--- config.mk ---
export PLATFORM = sky130hd
export DESIGN_NAME = sram_ctrl
export DESIGN_NICKNAME = d
export VERILOG_FILES = /design/src/rtl/sram_pkg.sv /design/src/rtl/sram_ctrl.sv
export SDC_FILE = /design/constraint.sdc
export NUM_CORES = 1
export LEC_CHECK = 0
export CAP_MARGIN = 0
export CORE_MARGIN = 5
export CORE_UTILIZATION = 24
export DETAILED_ROUTE_END_ITERATION = 8
export PLACE_DENSITY_LB_ADDON = 0.15
export SLEW_MARGIN = 5
export SYNTH_ARGS = -nofsm -noshare
export SYNTH_HDL_FRONTEND = slang
export SYNTH_SLANG_ARGS = --single-unit
--- constraint.sdc ---
create_clock -name clk -period 5.6 [get_ports clk]
set_input_delay 0.56 -clock clk [delete_from_list [all_inputs] [get_ports clk]]
set_output_delay 0.56 -clock clk [all_outputs]
set_load 0.05 [all_outputs]
--- src/rtl/sram_pkg.sv ---
// Shared widths and FSM encoding for the 32 x 8 register-file SRAM controller.
package sram_pkg;
  localparam int unsigned ADDR_W    = 5;
  localparam int unsigned DATA_W    = 8;
  localparam int unsigned MEM_DEPTH = 32;

  typedef enum logic [1:0] {
    S_IDLE     = 2'd0,
    S_WR       = 2'd1,
    S_RD       = 2'd2,
    S_RD_DRAIN = 2'd3
  } state_e;
endpackage

--- src/rtl/sram_ctrl.sv ---
// Burst initiator for the 32 x 8 SRAM: streams write beats into the array and
// read beats out through a one-entry output register with backpressure.
module sram_ctrl
  import sram_pkg::*;
(
  input  logic              clk,
  input  logic              reset,
  input  logic              cmd_valid,
  output logic              cmd_ready,
  input  logic              cmd_wr,
  input  logic [ADDR_W-1:0] cmd_addr,
  input  logic [ADDR_W-1:0] cmd_len,
  input  logic              wdata_valid,
  output logic              wdata_ready,
  input  logic [DATA_W-1:0] wdata,
  output logic              rdata_valid,
  input  logic              rdata_ready,
  output logic [DATA_W-1:0] rdata,
  output logic              rdata_last,
  output logic              busy,
  output logic              done,
  output logic [ADDR_W-1:0] mem_address,
  output logic              mem_wr_rd,
  output logic [DATA_W-1:0] mem_data_in,
  input  logic [DATA_W-1:0] mem_data_out
);

  state_e            r_state;
  logic [ADDR_W-1:0] r_addr;
  logic [ADDR_W-1:0] r_beats;
  logic [ADDR_W-1:0] r_mem_address;
  logic              r_mem_wr_rd;
  logic [DATA_W-1:0] r_mem_data_in;
  logic [DATA_W-1:0] r_rdata;
  logic              r_rdata_valid;
  logic              r_rdata_last;
  logic              r_done;

  logic              w_cmd_ready;
  logic              w_rd_hs;
  logic              w_capture;
  logic              w_last_beat;
  logic [ADDR_W-1:0] w_next_addr;

  // No new command while the final write strobe is still on the bus.
  assign w_cmd_ready = (r_state == S_IDLE) && !r_mem_wr_rd;
  assign w_rd_hs     = r_rdata_valid && rdata_ready;
  assign w_capture   = !r_rdata_valid || rdata_ready;
  assign w_last_beat = (r_beats == '0);
  assign w_next_addr = r_addr + 1'b1;

  always_ff @(posedge clk) begin
    if (reset) begin
      r_state       <= S_IDLE;
      r_addr        <= '0;
      r_beats       <= '0;
      r_mem_address <= '0;
      r_mem_wr_rd   <= 1'b0;
      r_mem_data_in <= '0;
      r_rdata       <= '0;
      r_rdata_valid <= 1'b0;
      r_rdata_last  <= 1'b0;
      r_done        <= 1'b0;
    end else begin
      r_done <= 1'b0;
      // A consumed beat clears here; a capture in the same cycle overrides below.
      if (w_rd_hs) r_rdata_valid <= 1'b0;
      case (r_state)
        S_IDLE: begin
          r_mem_wr_rd <= 1'b0;
          if (cmd_valid && w_cmd_ready) begin
            r_addr        <= cmd_addr;
            r_beats       <= cmd_len;
            r_mem_address <= cmd_addr;
            r_state       <= cmd_wr ? S_WR : S_RD;
          end
        end
        S_WR: begin
          r_mem_wr_rd <= wdata_valid;
          if (wdata_valid) begin
            r_mem_address <= r_addr;
            r_mem_data_in <= wdata;
            r_addr        <= w_next_addr;
            if (w_last_beat) begin
              r_state <= S_IDLE;
              r_done  <= 1'b1;
            end else begin
              r_beats <= r_beats - 1'b1;
            end
          end
        end
        S_RD: begin
          r_mem_wr_rd <= 1'b0;
          if (w_capture) begin
            r_rdata       <= mem_data_out;
            r_rdata_valid <= 1'b1;
            r_rdata_last  <= w_last_beat;
            r_addr        <= w_next_addr;
            r_mem_address <= w_next_addr;
            if (w_last_beat) r_state <= S_RD_DRAIN;
            else             r_beats <= r_beats - 1'b1;
          end
        end
        S_RD_DRAIN: begin
          r_mem_wr_rd <= 1'b0;
          if (w_rd_hs && r_rdata_last) begin
            r_state <= S_IDLE;
            r_done  <= 1'b1;
          end
        end
        default: r_state <= S_IDLE;
      endcase
    end
  end

  assign cmd_ready   = w_cmd_ready;
  assign busy        = !w_cmd_ready;
  assign wdata_ready = (r_state == S_WR);
  assign rdata_valid = r_rdata_valid;
  assign rdata       = r_rdata;
  assign rdata_last  = r_rdata_last;
  assign done        = r_done;
  assign mem_address = r_mem_address;
  assign mem_wr_rd   = r_mem_wr_rd;
  assign mem_data_in = r_mem_data_in;

endmodule
==> impl_metrics.env, run 1 <==
export IMPL_cts_tree="yes"
export IMPL_slowest_stage="clkdlybuf4s50_1"
export IMPL_timing_final_hold_violations=0
export IMPL_cts_setup_buffers=0
export IMPL_r2r_end="mem_address[1]"
export IMPL_crit_arrival_ns=2.28
export IMPL_hold_class="reg -> reg"
export IMPL_rsz0062_at_grt="false"
export IMPL_firstDrtPassIters=4
export IMPL_root_buffer="clkbuf_8"
export IMPL_synth_simple_area_share_pct=22.5
export IMPL_regToRegStartpoint="r_state[1]"
export IMPL_cp_required_ns=5.04
export IMPL_path_max_fanout=18
export IMPL_groute_usage_overall_pct=10.6
export IMPL_grt_pass1_vias=1708
export IMPL_worst_pin_slew_ns=0.804
export IMPL_yosysUniqueCellTypes=39
export IMPL_cts_resized=0
export IMPL_slew_viol_final=0
export IMPL_diodes=0
export IMPL_grt_max_degree=39
export IMPL_pin_count=60
export IMPL_drive_above_1_share_pct=3.96
export IMPL_stdcell_count=380
export IMPL_period_needed_ns=2.84
export IMPL_min_to="mem_data_in[5]"
export IMPL_synth_compound_gate_area_share_pct=20.0
export IMPL_synth_seq_area_share_pct=39.9
export IMPL_first_iter_violations=59
export IMPL_r2r_cells=6
export IMPL_cp_end_kind="output pin"
export IMPL_routed_wl_um=5110
export IMPL_grt_overflow_total=0
export IMPL_holdWs_ns=0.454
export IMPL_worstHoldStart="mem_data_in[5]"
export IMPL_worstHoldPathCells=2
export IMPL_die_w_um=97.9
export IMPL_layout_common_cells="clkdlybuf4s50_1, dfxtp_1, nor2_1, a21oi_1, nand2_1"
export IMPL_p_leak_nw=1.01
export IMPL_setup_violations=0
export IMPL_worstSkewPairLatency_ns=0.29
export IMPL_cts_max_level=2
export IMPL_synth_fp_nets=263
export IMPL_avgSynthCellArea_um2=8.28
export IMPL_numCtsBuffers=5
export IMPL_clock_path_buffers=2
export IMPL_outcome="finished, final reports clean"
export IMPL_synth_mux_area_fraction_pct=7.62
export IMPL_synth_top_family_by_area="simple AND/OR/NAND/NOR gates"
export IMPL_dp_hpwl_um=3570
export IMPL_antenna_found_initial=0
export IMPL_synthFlopType="dfxtp_1"
export IMPL_start_util_pct=24.4
export IMPL_cp_start_kind="flip-flop"
export IMPL_cap_viol_max_count=0
export IMPL_ant_nets=0
export IMPL_slew_headroom_pct=46.4
export IMPL_cts_sinks=37
export IMPL_drc_errors=0
export IMPL_synth_edf_count=0
export IMPL_r2r_setup_slack_ns=3.14
export IMPL_route_vias_total=1767
export IMPL_fin_crit_sh_pct=50.7
export IMPL_synthAdderAreaFrac_pct=4.72
export IMPL_power_density_nw_per_um2=612
export IMPL_critical_path_class="reg -> out"
export IMPL_cts_hold_buf=0
export IMPL_vias_per_cell=4.65
export IMPL_numPortBuffers=59
export IMPL_synth_xor_area_share_pct=0
export IMPL_core_um2=7610
export IMPL_route_detailed_wl_per_inst_um=13.5
export IMPL_synthCells=224
export IMPL_fin_tns_setup_ns=0
export IMPL_synthArstFlopShare_pct=0
export IMPL_area_delta_synth_final_pct=42.4
export IMPL_dieHeight_um=97.9
export IMPL_ir_drop_mv=0.261
export IMPL_dieArea_um2=9580
export IMPL_cp_cell_sequence="inv_1 > ha_1 > clkdlybuf4s50_1"
export IMPL_cp_slowest_stage_delay_ns=0.93
export IMPL_post_place_cells=372
export IMPL_fill_cells=801
export IMPL_postLayoutCoreUtil_pct=34.7
export IMPL_layout_commonest_cell="clkdlybuf4s50_1"
export IMPL_finalClockSkew_ns=0.00626
export IMPL_layout_nets=316
export IMPL_ys_ff_latch=37
export IMPL_gp_congestion=0.788
export IMPL_max_freq_mhz=352
export IMPL_grt_pass1_wl_um=8270
export IMPL_clkTransAtPathRegs_ns=0.07
export IMPL_ys_warn_count=0
export IMPL_synth_cell_area_um2=1850
export IMPL_rows=32
how the worst max path moves through the flow:
| stage | slack (ns) | depth (start not counted) | end | from |
|---|---|---|---|---|
| finish | 2.76 | 3 | wdata_ready | r_state[1] |
| global route | 2.63 | 3 | wdata_ready | r_state[1] |
| global placement | 2.99 | 5 | r_addr[0] | wdata_valid |
| CTS | 2.71 | 3 | wdata_ready | r_state[1] |
| floorplan | 3.25 | 5 | busy | r_state[0] |
| detailed placement | 2.95 | 5 | r_addr[0] | wdata_valid |
per-layer routing:
metal  vias to the layer above  track usage [%]  wire (um)  share of wire, %
li1                        895                -          -                 -
met1                       814             13.1       2430                47
met2                        51             17.0       2270                44
met4                         0             4.15         79               1.5
met5                         -                0          0                 0
met3                         7             3.29        338               6.6
per-stage QoR:
step	area (um^2)	setup WS (ns)	power, W
floorplan	1850	3.25	0.00113
global placement	2520	2.99	0.00139
detailed placement	2520	2.95	0.00139
CTS	2640	2.71	0.00164
global route	2640	2.63	0.00175
finish	2640	2.76	0.00161
sequential cells by signal (all words and copies together), names as in the netlist:
| register | flops |
|---|---|
| done | 1 |
| mem_address | 5 |
| mem_data_in | 8 |
| mem_wr_rd | 1 |
| r_addr | 5 |
| r_beats | 5 |
| r_state | 2 |
| rdata | 8 |
| rdata_last | 1 |
| rdata_valid | 1 |
critical path, delay by kind of cell (launching register included):
family | cells | cell delay, ns
buffers and inverters | 2 | 1.04
adders and majority gates | 1 | 0.62
DFF | 1 | 0.34
power by group:
part / internal [W] / leakage (nW) / total, W / switching [W]
clock network: 0.000145 / 0.0585 / 0.000239 / 0.0000939
registers: 0.000346 / 0.303 / 0.000416 / 0.0000695
logic: 0.000362 / 0.651 / 0.000960 / 0.000599
final cells by class:
type                    instances  area, um^2  share of cell area, %
clock buffers                   7        86.3                   3.27
multi-input cells             162        1020                   38.5
flip-flops and latches         37         741                   28.1
inverters                      11        41.3                   1.56
clock inverters                 1        30.0                   1.14
well taps                     102         128                   4.83
repair buffers                 60         598                   22.7
synthesized netlist by cell type (all sizes together), types with 6 or more instances:
cell,number,area [um^2]
nand2,20,75.1
nand3,17,85.1
mux2i,13,130
clkbuf,11,41.3
inv,10,37.5
nor2b,6,37.5
ha,7,87.6
dfxtp,37,741
o21ai,12,60.1
nor2,24,90.1
a21oi,24,120
cells by family after synthesis:
group	Yosys count
simple gates	84
flops	37
buf+inv	25
mux	14
compound gates	57
fa+ha+maj	7
Power figures use the tool's default switching activity.
==> run 2: changes to the inputs <==
- clock period: 5.6 -> 2.4 ns (I/O delays scaled with it)
==> impl_metrics.env, run 2 (synthesis results as in run 1) <==
export IMPL_outcome="finished, final reports clean"
export IMPL_vias_per_cell=4.58
export IMPL_worst_pin_slew_ns=0.593
export IMPL_numCtsBuffers=5
export IMPL_clockPowerShare_pct=11.5
export IMPL_core_um2=7610
export IMPL_pin_count=60
export IMPL_cp_slowest_stage_delay_ns=0.82
export IMPL_die_w_um=97.9
export IMPL_grt_pass1_wl_um=8420
export IMPL_slowest_stage="clkdlybuf4s50_1"
export IMPL_hold_class="reg -> reg"
export IMPL_numPortBuffers=59
export IMPL_area_delta_synth_final_pct=44.2
export IMPL_setup_ws_ns=0.158
export IMPL_route_vias_total=1782
export IMPL_start_util_pct=24.4
export IMPL_slew_headroom_pct=60.4
export IMPL_cp_end_kind="output pin"
export IMPL_antenna_found_initial=0
export IMPL_clock_path_buffers=2
export IMPL_dieArea_um2=9580
export IMPL_worstHoldPathCells=2
export IMPL_root_buffer="clkbuf_8"
export IMPL_ant_nets=0
export IMPL_worstSkewPairLatency_ns=0.29
export IMPL_routed_wl_um=5160
export IMPL_drc_errors=0
export IMPL_max_freq_mhz=446
export IMPL_crit_path_frequent_cell="inv_1"
export IMPL_p_sw_w=0.00182
export IMPL_first_iter_violations=47
export IMPL_p_seq_share_pct=25.5
export IMPL_cp_start_kind="flip-flop"
export IMPL_cp_cell_sequence="inv_1 > ha_1 > inv_1 > nor2_1 > clkdlybuf4s50_1"
export IMPL_cts_sinks=37
export IMPL_grt_overflow_total=0
export IMPL_finalClockSkew_ns=0.00680
export IMPL_ir_drop_mv=0.474
export IMPL_dieHeight_um=97.9
export IMPL_grt_pass1_vias=1685
export IMPL_power_density_nw_per_um2=1410
export IMPL_firstDrtPassIters=5
export IMPL_p_leak_nw=1.06
export IMPL_timing_final_hold_violations=0
export IMPL_layout_commonest_cell="clkdlybuf4s50_1"
export IMPL_fin_tns_setup_ns=0
export IMPL_dp_slack_ns=0.452
export IMPL_slew_viol_final=0
export IMPL_diodes=0
export IMPL_p_total_w=0.00377
export IMPL_route_detailed_wl_per_inst_um=13.3
export IMPL_critical_path_class="reg -> out"
export IMPL_r2r_cells=6
export IMPL_period_needed_ns=2.24
export IMPL_rows=32
export IMPL_cp_required_ns=2.16
export IMPL_fill_cells=817
export IMPL_drive_above_1_share_pct=7.32
export IMPL_gp_congestion=0.795
export IMPL_clkTransAtPathRegs_ns=0.08
export IMPL_setup_violations=0
export IMPL_path_max_fanout=4
export IMPL_combPwrFrac_pct=63.0
export IMPL_layout_nets=325
export IMPL_stdcell_count=389
export IMPL_cts_tree="yes"
export IMPL_groute_usage_overall_pct=10.6
export IMPL_layout_common_cells="clkdlybuf4s50_1, dfxtp_1, nor2_1, a21oi_1, nand2_1"
export IMPL_post_place_cells=381
export IMPL_p_int_w=0.00195
export IMPL_holdWs_ns=0.457
export IMPL_dp_hpwl_um=3790
export IMPL_cap_viol_max_count=0
export IMPL_fin_crit_sh_pct=93.4
export IMPL_cts_max_level=2
export IMPL_crit_arrival_ns=2.00
export IMPL_grt_max_degree=19
export IMPL_rsz0062_at_grt="false"
export IMPL_cts_hold_buf=0
export IMPL_p_sw_share_pct=48.3
## run 2: power by group through the flow
stage	Clock, W	Sequential [W]	Combinational, W
after floorplan	0	0.00129	0.00135
after global placement	0	0.000976	0.00239
after detailed placement	0	0.000975	0.00239
after CTS	0.000451	0.000964	0.00241
after global routing	0.000481	0.000996	0.00260
final	0.000436	0.000961	0.00238
## run 2: metal layers
layer / part of all wire (%) / up-vias / GRT usage [%] / wire [um]
met3: 5.6 / 4 / 2.50 / 291
met2: 43 / 59 / 15.9 / 2200
met4: 1.3 / 0 / 3.19 / 65
met5: 0 / - / 0 / 0
li1: - / 913 / - / -
met1: 50 / 806 / 15.2 / 2600
## run 2: per-stage QoR
step	instance area, um^2	util (%)
2_1_floorplan	1850	-
3_3_place_gp	2590	34.0
3_5_place_dp	2590	34.0
4_1_cts	2670	35.1
5_1_grt	2670	35.1
6_report	2670	35.1
## run 2: worst paths after layout
check / from / to / slack [ns]
hold reg to reg: mem_data_in[5] / mem_data_in[5] / 0.46
setup / recovery: r_state[0] / cmd_ready / 0.16
hold / removal: mem_data_in[5] / mem_data_in[5] / 0.46
setup reg to reg: r_state[1] / mem_address[4] / 0.41
## run 2: worst max-delay path: cells and delay by family (launching register included)
family	cells	cell delay, ns
buffers and inverters	3	1.04
DFF	1	0.33
adders and majority gates	1	0.20
and+or+nand+nor	1	0.14
## run 2: layout make-up
type / instances / area (um^2) / area share, %
clock buffer: 6 / 72.6 / 2.71
timing repair buffer: 69 / 666 / 24.9
tap: 102 / 128 / 4.77
inverter: 11 / 41.3 / 1.54
sequential: 37 / 741 / 27.7
multi-input combinational: 162 / 1020 / 38.0
clock inverter: 2 / 10.0 / 0.374
## run 2: what timing repair did
item | 4_1_cts | 5_1_grt
setup endpoints to repair | 0 | 1
resized for setup | 0 | 1
setup buffers | 0 | 0
==> run 3: changes to the inputs <==
==> constraint.sdc (replaced) <==
create_clock -name clk -period 2.4 [get_ports clk]
set_input_delay 0.48 -clock clk [delete_from_list [all_inputs] [get_ports clk]]
set_output_delay 0.48 -clock clk [all_outputs]
set_load 0.05 [all_outputs]
==> impl_metrics.env, run 3 (synthesis results as in run 1) <==
export IMPL_outcome="finished, final reports clean"
export IMPL_grt_overflow_total=0
export IMPL_combPwrFrac_pct=62.4
export IMPL_cts_sinks=37
export IMPL_groute_usage_overall_pct=10.6
export IMPL_cp_end_kind="flip-flop"
export IMPL_layout_common_cells="clkdlybuf4s50_1, dfxtp_1, nor2_1, a21oi_1, nand2_1"
export IMPL_core_um2=7610
export IMPL_rows=32
export IMPL_period_needed_ns=2.06
export IMPL_grt_max_degree=23
export IMPL_finalClockSkew_ns=0.00771
export IMPL_slew_headroom_pct=64.4
export IMPL_p_leak_nw=1.06
export IMPL_cp_slowest_stage_delay_ns=0.57
export IMPL_cts_max_level=2
export IMPL_cp_cell_sequence="inv_1 > ha_1 > clkinv_1 > a221o_1 > o211ai_1 > a21oi_1"
export IMPL_die_w_um=97.9
export IMPL_layout_commonest_cell="clkdlybuf4s50_1"
export IMPL_firstDrtPassIters=4
export IMPL_setup_violations=0
export IMPL_clock_path_buffers=2
export IMPL_setup_ws_ns=0.339
export IMPL_fill_cells=804
export IMPL_antenna_found_initial=0
export IMPL_drc_errors=0
export IMPL_p_sw_w=0.00184
export IMPL_cp_start_kind="flip-flop"
export IMPL_cap_viol_max_count=0
export IMPL_layout_nets=325
export IMPL_p_int_w=0.00198
export IMPL_path_max_fanout=13
export IMPL_p_sw_share_pct=48.1
export IMPL_clkTransAtPathRegs_ns=0.08
export IMPL_dieArea_um2=9580
export IMPL_clockPowerShare_pct=12.2
export IMPL_ir_drop_mv=0.510
export IMPL_grt_pass1_vias=1688
export IMPL_fin_tns_setup_ns=0
export IMPL_gp_congestion=0.741
export IMPL_route_detailed_wl_per_inst_um=13.2
export IMPL_numCtsBuffers=5
export IMPL_p_seq_share_pct=25.3
export IMPL_worstSkewPairLatency_ns=0.29
export IMPL_area_delta_synth_final_pct=45.2
export IMPL_grt_pass1_wl_um=8380
export IMPL_dp_slack_ns=0.322
export IMPL_ant_nets=0
export IMPL_fin_crit_sh_pct=85.9
export IMPL_dp_hpwl_um=3850
export IMPL_worst_pin_slew_ns=0.532
export IMPL_hold_class="reg -> reg"
export IMPL_cts_hold_buf=0
export IMPL_timing_final_hold_violations=0
export IMPL_routed_wl_um=5140
export IMPL_max_freq_mhz=485
export IMPL_cts_resized=0
export IMPL_critical_path_class="reg -> reg"
export IMPL_slew_viol_final=0
export IMPL_cts_tree="yes"
export IMPL_dieHeight_um=97.9
export IMPL_crit_arrival_ns=2.24
export IMPL_start_util_pct=24.4
export IMPL_diodes=0
export IMPL_regToRegStartpoint="r_state[1]"
export IMPL_holdWs_ns=0.457
export IMPL_root_buffer="clkbuf_8"
export IMPL_worstHoldStart="mem_data_in[5]"
export IMPL_pin_count=60
export IMPL_power_density_nw_per_um2=1420
export IMPL_slowest_stage="ha_1"
export IMPL_vias_per_cell=4.56
export IMPL_rsz0062_at_grt="false"
export IMPL_drive_above_1_share_pct=8.36
export IMPL_first_iter_violations=87
export IMPL_startpoint="r_state[1]"
export IMPL_route_vias_total=1775
export IMPL_cts_setup_buffers=0
export IMPL_cp_required_ns=2.58
export IMPL_numPortBuffers=59
-- run 3: changes by cell type in the layout (fill, tap and decap cells not counted), sizes merged --
cell / change
clkdlybuf4s50: -1
dlymetal6s2s: -1
buf: +2
-- run 3: metal layers --
layer  up-vias  global-route usage [%]  part of all wire, %
met5         -                       0                    0
met4         0                    4.15                  1.8
met3         6                    3.00                  6.5
met2        52                    15.2                   41
met1       807                    15.1                   51
li1        910                       -                    -
-- run 3: cell type report --
| class | count | area (um^2) | share of cell area (%) |
|---|---|---|---|
| inverter | 11 | 41.3 | 1.53 |
| multi-input combinational | 162 | 1020 | 37.7 |
| clock inverter | 2 | 13.8 | 0.511 |
| timing repair buffer | 69 | 671 | 24.9 |
| tap | 102 | 128 | 4.74 |
| sequential | 37 | 741 | 27.5 |
| clock buffer | 6 | 82.6 | 3.07 |
-- run 3: path summary, 6_finish.rpt --
kind                                        to  slack (ns)  cells after the start
worst min-delay path            mem_data_in[5]        0.46                      2
worst max-delay path            mem_address[1]        0.34                      6
worst max register to register  mem_address[1]        0.34                      6
worst min register to register  mem_data_in[5]        0.46                      2
-- run 3: per-stage QoR --
| stage | area (um^2) | cells | total power [W] | utilization [%] |
|---|---|---|---|---|
| 4_1_cts | 2690 | 389 | 0.00386 | 35.4 |
| 6_report | 2690 | 389 | 0.00382 | 35.4 |
| 3_5_place_dp | 2600 | 381 | 0.00337 | 34.1 |
| 5_1_grt | 2690 | 389 | 0.00411 | 35.4 |
| 2_1_floorplan | 1850 | 224 | 0.00264 | - |
| 3_3_place_gp | 2600 | 381 | 0.00338 | 34.1 |
-- run 3: critical path: cells and delay by family (launching register included) --
| family | cells | cell delay (ns) |
|---|---|---|
| buffers and inverters | 2 | 0.46 |
| flip-flops | 1 | 0.38 |
| AO/OA/AOI/OAI | 3 | 0.53 |
| adder cells (fa/ha/maj) | 1 | 0.57 |
-- run 3: power groups by stage --
| stage | clock, W | sequential [W] | combinational, W |
|---|---|---|---|
| after floorplan | 0 | 0.00129 | 0.00135 |
| after global placement | 0 | 0.000981 | 0.00240 |
| after detailed placement | 0 | 0.000978 | 0.00240 |
| after CTS | 0.000489 | 0.000967 | 0.00240 |
| after global routing | 0.000515 | 0.000990 | 0.00261 |
| final | 0.000468 | 0.000968 | 0.00239 |
